$ cat src/rtl/local_inject_arbiter.sv
// Round-robin, packet-granular arbiter that shares one router local input port
// among NREQ flit sources; a grant holds until the packet's last flit is delivered.
module local_inject_arbiter #(
  parameter int TAM_FLIT = 16,
  parameter int NREQ     = 4
) (
  input  logic                       clock,
  input  logic                       reset,
  input  logic [NREQ-1:0]            en_mask,
  input  logic [NREQ-1:0]            req_valid,
  input  logic [NREQ*TAM_FLIT-1:0]   req_flit,
  output logic [NREQ-1:0]            req_ready,
  output logic                       tx,
  output logic [TAM_FLIT-1:0]        data_out,
  input  logic                       credit_i,
  output logic                       busy,
  output logic [$clog2(NREQ)-1:0]    grant_id,
  output logic [15:0]                pkt_count
);

  localparam int GW = $clog2(NREQ);

  typedef enum logic [1:0] {IDLE, HDR, SIZE, PAY} state_t;

  state_t              state_q, state_d;
  logic [GW-1:0]       grant_q, grant_d;
  logic [GW-1:0]       rr_ptr_q, rr_ptr_d;
  logic [TAM_FLIT-1:0] remain_q, remain_d;
  logic [15:0]         pkt_count_q, pkt_count_d;

  logic [NREQ-1:0]     cand;
  logic                found;
  logic [GW-1:0]       winner;
  logic [GW:0]         sum;
  logic [TAM_FLIT-1:0] cur_flit;
  logic                xfer;
  logic                pkt_end;

  assign cand     = req_valid & en_mask;
  assign cur_flit = req_flit[grant_q*TAM_FLIT +: TAM_FLIT];

  assign busy      = (state_q != IDLE);
  assign tx        = busy & req_valid[grant_q];
  assign data_out  = busy ? cur_flit : '0;
  assign xfer      = tx & credit_i;
  assign grant_id  = grant_q;
  assign pkt_count = pkt_count_q;

  always_comb begin
    req_ready          = '0;
    req_ready[grant_q] = xfer;
  end

  // First candidate at or above rr_ptr, wrapping modulo NREQ.
  always_comb begin
    found  = 1'b0;
    winner = '0;
    sum    = '0;
    for (int unsigned off = 0; off < NREQ; off++) begin
      sum = {1'b0, rr_ptr_q} + (GW+1)'(off);
      if (sum >= (GW+1)'(NREQ)) sum = sum - (GW+1)'(NREQ);
      if (!found && cand[sum[GW-1:0]]) begin
        found  = 1'b1;
        winner = sum[GW-1:0];
      end
    end
  end

  always_comb begin
    state_d     = state_q;
    grant_d     = grant_q;
    rr_ptr_d    = rr_ptr_q;
    remain_d    = remain_q;
    pkt_count_d = pkt_count_q;
    pkt_end     = 1'b0;
    case (state_q)
      IDLE: begin
        if (found) begin
          grant_d = winner;
          state_d = HDR;
        end
      end
      HDR: begin
        if (xfer) state_d = SIZE;
      end
      SIZE: begin
        if (xfer) begin
          remain_d = cur_flit;
          if (cur_flit == '0) pkt_end = 1'b1;
          else                state_d = PAY;
        end
      end
      PAY: begin
        if (xfer) begin
          remain_d = remain_q - TAM_FLIT'(1);
          if (remain_q == TAM_FLIT'(1)) pkt_end = 1'b1;
        end
      end
      default: state_d = IDLE;
    endcase
    if (pkt_end) begin
      state_d     = IDLE;
      rr_ptr_d    = (grant_q == GW'(NREQ-1)) ? '0 : grant_q + GW'(1);
      pkt_count_d = pkt_count_q + 16'd1;
    end
  end

  always_ff @(posedge clock or negedge reset) begin
    if (!reset) begin
      state_q     <= IDLE;
      grant_q     <= '0;
      rr_ptr_q    <= '0;
      remain_q    <= '0;
      pkt_count_q <= '0;
    end else begin
      state_q     <= state_d;
      grant_q     <= grant_d;
      rr_ptr_q    <= rr_ptr_d;
      remain_q    <= remain_d;
      pkt_count_q <= pkt_count_d;
    end
  end

endmodule

$ cat config.mk
export PLATFORM = sky130hd
export DESIGN_NAME = local_inject_arbiter
export DESIGN_NICKNAME = d
export VERILOG_FILES = /design/src/rtl/local_inject_arbiter.sv
export SDC_FILE = /design/constraint.sdc
export NUM_CORES = 1
export LEC_CHECK = 0
export ABC_AREA = 1
export CAP_MARGIN = 0
export CORE_MARGIN = 2
export CORE_UTILIZATION = 50
export DETAILED_ROUTE_END_ITERATION = 12
export PLACE_DENSITY = 0.88
export SLEW_MARGIN = 10
export SYNTH_ARGS = -nofsm -noshare
export SYNTH_HDL_FRONTEND = slang
export SYNTH_SLANG_ARGS = --single-unit
$ cat constraint.sdc
create_clock -name clock -period 5 [get_ports clock]
set_input_delay 0.75 -clock clock [delete_from_list [all_inputs] [get_ports clock]]
set_output_delay 0.75 -clock clock [all_outputs]
set_load 0.005 [all_outputs]
==> flow_metrics.py <==
metrics = {
    "worst_setup_path": {
        "required_ps": 4250,
        "worst-path-max-fanout": 21,
        "path_buf_inv": 2,
        "path_delay_family": "buffers and inverters",
        "worstPathArrival_ps": 2940,
        "crit_slowest_cell": "dfrtp_1",
        "path_common_cell": "nor2_1",
        "cp-start-kind": "flop",
        "critPathKind": "flop to output port",
        "max_stage_delay_ps": 830,
        "path_cells": "clkinv_2 -> nor2_1 -> o21ai_1 -> a21oi_2 -> nand2_1 -> nor2_1 -> clkdlybuf4s50_1",
        "end_kind": "output port",
    },
    "power": {
        "p_int_uw": 1240,
        "power_frac_clock_pct": 13.4,
        "switching_share_pct": 47.4,
        "power.switching_uw": 1120,
        "seqPwrFrac_pct": 23.2,
        "ir_drop_mv": 0.349,
        "leakage_uw": 0.00212,
        "combPwrFrac_pct": 63.5,
        "power_density_nw_per_um2": 525,
    },
    "route": {
        "initialDrtViolationCount": 273,
        "vias_per_cell": 5.36,
        "drt_first_pass_iters": 5,
        "wirelength_mm": 9.77,
        "detail_route.wl_per_cell_um": 14.1,
        "drtAntennaViolNets": 0,
        "vias": 3707,
        "drc": 0,
    },
    "clock_network": {
        "cts_setup_buffers": 0,
        "tritoncts": "built",
        "cts_resized": 0,
        "cts.sink_count": 38,
        "clk_latency_ps": 300,
        "path_clk_slew_ps": 80,
        "root_buffer": "clkbuf_8",
        "cts_buffers": 5,
        "cts_hold_buf": 0,
        "cts_buffer_depth": 2,
        "htree_num_levels": 2,
    },
    "layout": {
        "fill_cells": 502,
        "finalNetCount": 699,
        "antenna_cells": 0,
        "syn_to_final_growth_pct": 38.3,
        "stdcell_count": 691,
        "drive_above_1_share_pct": 4.07,
    },
    "global_route": {
        "grt_first_pass_wirelength_mm": 16.3,
        "grt_antenna_before_repair": 0,
        "gr-total-overflow": 0,
        "grt_max_degree": 39,
        "gr-usage-all-layers_pct": 27.7,
        "grt_pass1_vias": 3624,
    },
    "run": {
        "maxCapViolCount": 0,
    },
    "synth": {
        "ys.flop_type": "dfrtp_1",
        "syn_nets": 596,
        "synth_top_cell_area_share_pct": 29.3,
        "syn_inst": 510,
        "synth_edf_count": 0,
        "synth_area_per_cell_um2": 6.36,
        "yosysMostFrequentCell": "nand2_1",
        "ys_types": 38,
        "ys_seq_area_share_pct": 29.3,
        "synth.top_cells.by_count": "nand2_1 (175), nor2_1 (63), nand3_1 (44), o21ai_0 (40), inv_1 (39)",
        "synth_area_um2": 3250,
        "synth_seq_cells": 38,
        "synth_top_area_cell": "dfrtp_1",
        "async_flop_share_pct": 100,
        "synthTopCellsByArea": "dfrtp_1 (29%), nand2_1 (20%), nor2_1 (7.3%)",
        "yosys_warnings": 0,
    },
    "sta": {
        "setup_viol": 0,
        "skew_ps": 9.08,
        "drv_slew": 0,
        "worstMarginPinSlew_ps": 849,
        "maxSlewHeadroom_pct": 43.4,
        "fmax_mhz": 271,
        "rsz0062_at_grt": "false",
        "finalCritPeriodShare_pct": 73.9,
        "hold_violations": 0,
        "fin_tns_setup_ps": 0,
        "min_period_ps": 3690,
    },
    "floorplan": {
        "start_util_pct": 51.4,
        "dieArea_um2": 7150,
        "row_count": 29,
        "die_w_um": 84.6,
        "ios": 115,
        "fp.dieH_um": 84.6,
        "core_area_um2": 6310,
    },
    "placement": {
        "portBuffers": 114,
        "numPlacedInstances": 683,
        "dpl.hpwl_mm": 7.60,
        "gp_congestion": 0.906,
    },
    "outcome": {
        "status": "complete, no violations",
    },
    "worst_hold_path": {
        "hold_class": "flop to flop",
    },
}
cell usage in the layout, fill, tap and decap left out, types with 4 or more instances in the layout:
master	n
nor4_1	4
o21ai_0	40
a21oi_1	17
nor2_1	63
nand4_1	8
ha_1	11
nand2_1	175
inv_1	39
xnor2_1	4
nor3_1	7
dfrtp_1	38
clkdlybuf4s50_1	113
nand3_1	44
clkbuf_8	5
xor2_1	14
o21ai_1	4
cell type report:
type                       instances  area, um2  area share (%)
sequential                        38        951            21.2
multi-input combinational        410       2000            44.5
clock inverter                     3       68.8            1.53
timing repair buffer             115       1140            25.5
inverter                          43        165            3.68
clock buffer                       5       68.8            1.53
tap                               77       96.3            2.15
metrics by stage:
step | total power [uW] | instance area (um2) | hold slack (ps) | setup WS [ps] | utilization [%]
after CTS | 2350 | 4490 | 526 | 1350 | 71.1
final | 2360 | 4490 | 529 | 1310 | 71.1
after detailed placement | 2030 | 4350 | 490 | 1690 | 68.9
after global routing | 2570 | 4490 | 567 | 1090 | 71.1
after global placement | 1980 | 4350 | 481 | 1760 | 68.9
after floorplan | 1490 | 3250 | 454 | 2900 | -
routing by layer:
| layer | track usage, % | routed length (um) | share of wire [%] |
|---|---|---|---|
| met4 | 8.23 | 254 | 2.6 |
| met5 | 0 | 0 | 0 |
| met2 | 47.8 | 4770 | 49 |
| met3 | 6.10 | 619 | 6.3 |
| met1 | 34.8 | 4130 | 42 |
power by group through the flow:
stage	Clock (uW)	Combinational [uW]	Sequential (uW)
floorplan	0	986	499
global placement	0	1430	542
detailed placement	0	1480	547
CTS	318	1490	543
global route	335	1680	560
finish	315	1500	546
state kept, by name, indices dropped and copies added (netlist names):
signal     cells
grant_id       2
rr_ptr_q       2
state_q        2
pkt_count     16
remain_q      16
path summary, 6_finish.rpt:
kind,cells past startpoint,endpoint,start,slack [ps]
setup reg to reg,10,remain_q[13],grant_id[1],1790
max in group asynchronous,1,rr_ptr_q[0],reset,3900
hold reg to reg,1,remain_q[13],remain_q[13],530
setup / recovery,7,req_ready[3],grant_id[1],1310
min in group asynchronous,1,remain_q[4],reset,550
hold / removal,1,remain_q[13],remain_q[13],530
kinds of logic (layout without fill, tap and decap cells):
logic type | count (synthesis) | after routing | share of synthesized area, %
AOI/OAI and AO/OA | 71 | 71 | 11.7
xor gates and xnor gates | 20 | 20 | 5.86
adders and majority gates | 11 | 11 | 4.24
buffers and inverters | 62 | 166 | 9.21
DFF | 38 | 38 | 29.3
muxes | 1 | 1 | 0.347
and+or+nand+nor | 307 | 307 | 39.3
worst register-to-register path, delay by kind of cell (launching register included):
family | cells | cell delay, ps
compound gates | 4 | 580
buf+inv | 3 | 990
flops | 1 | 830
simple gates | 3 | 720
Note: power is estimated with default switching activity, not from simulation.
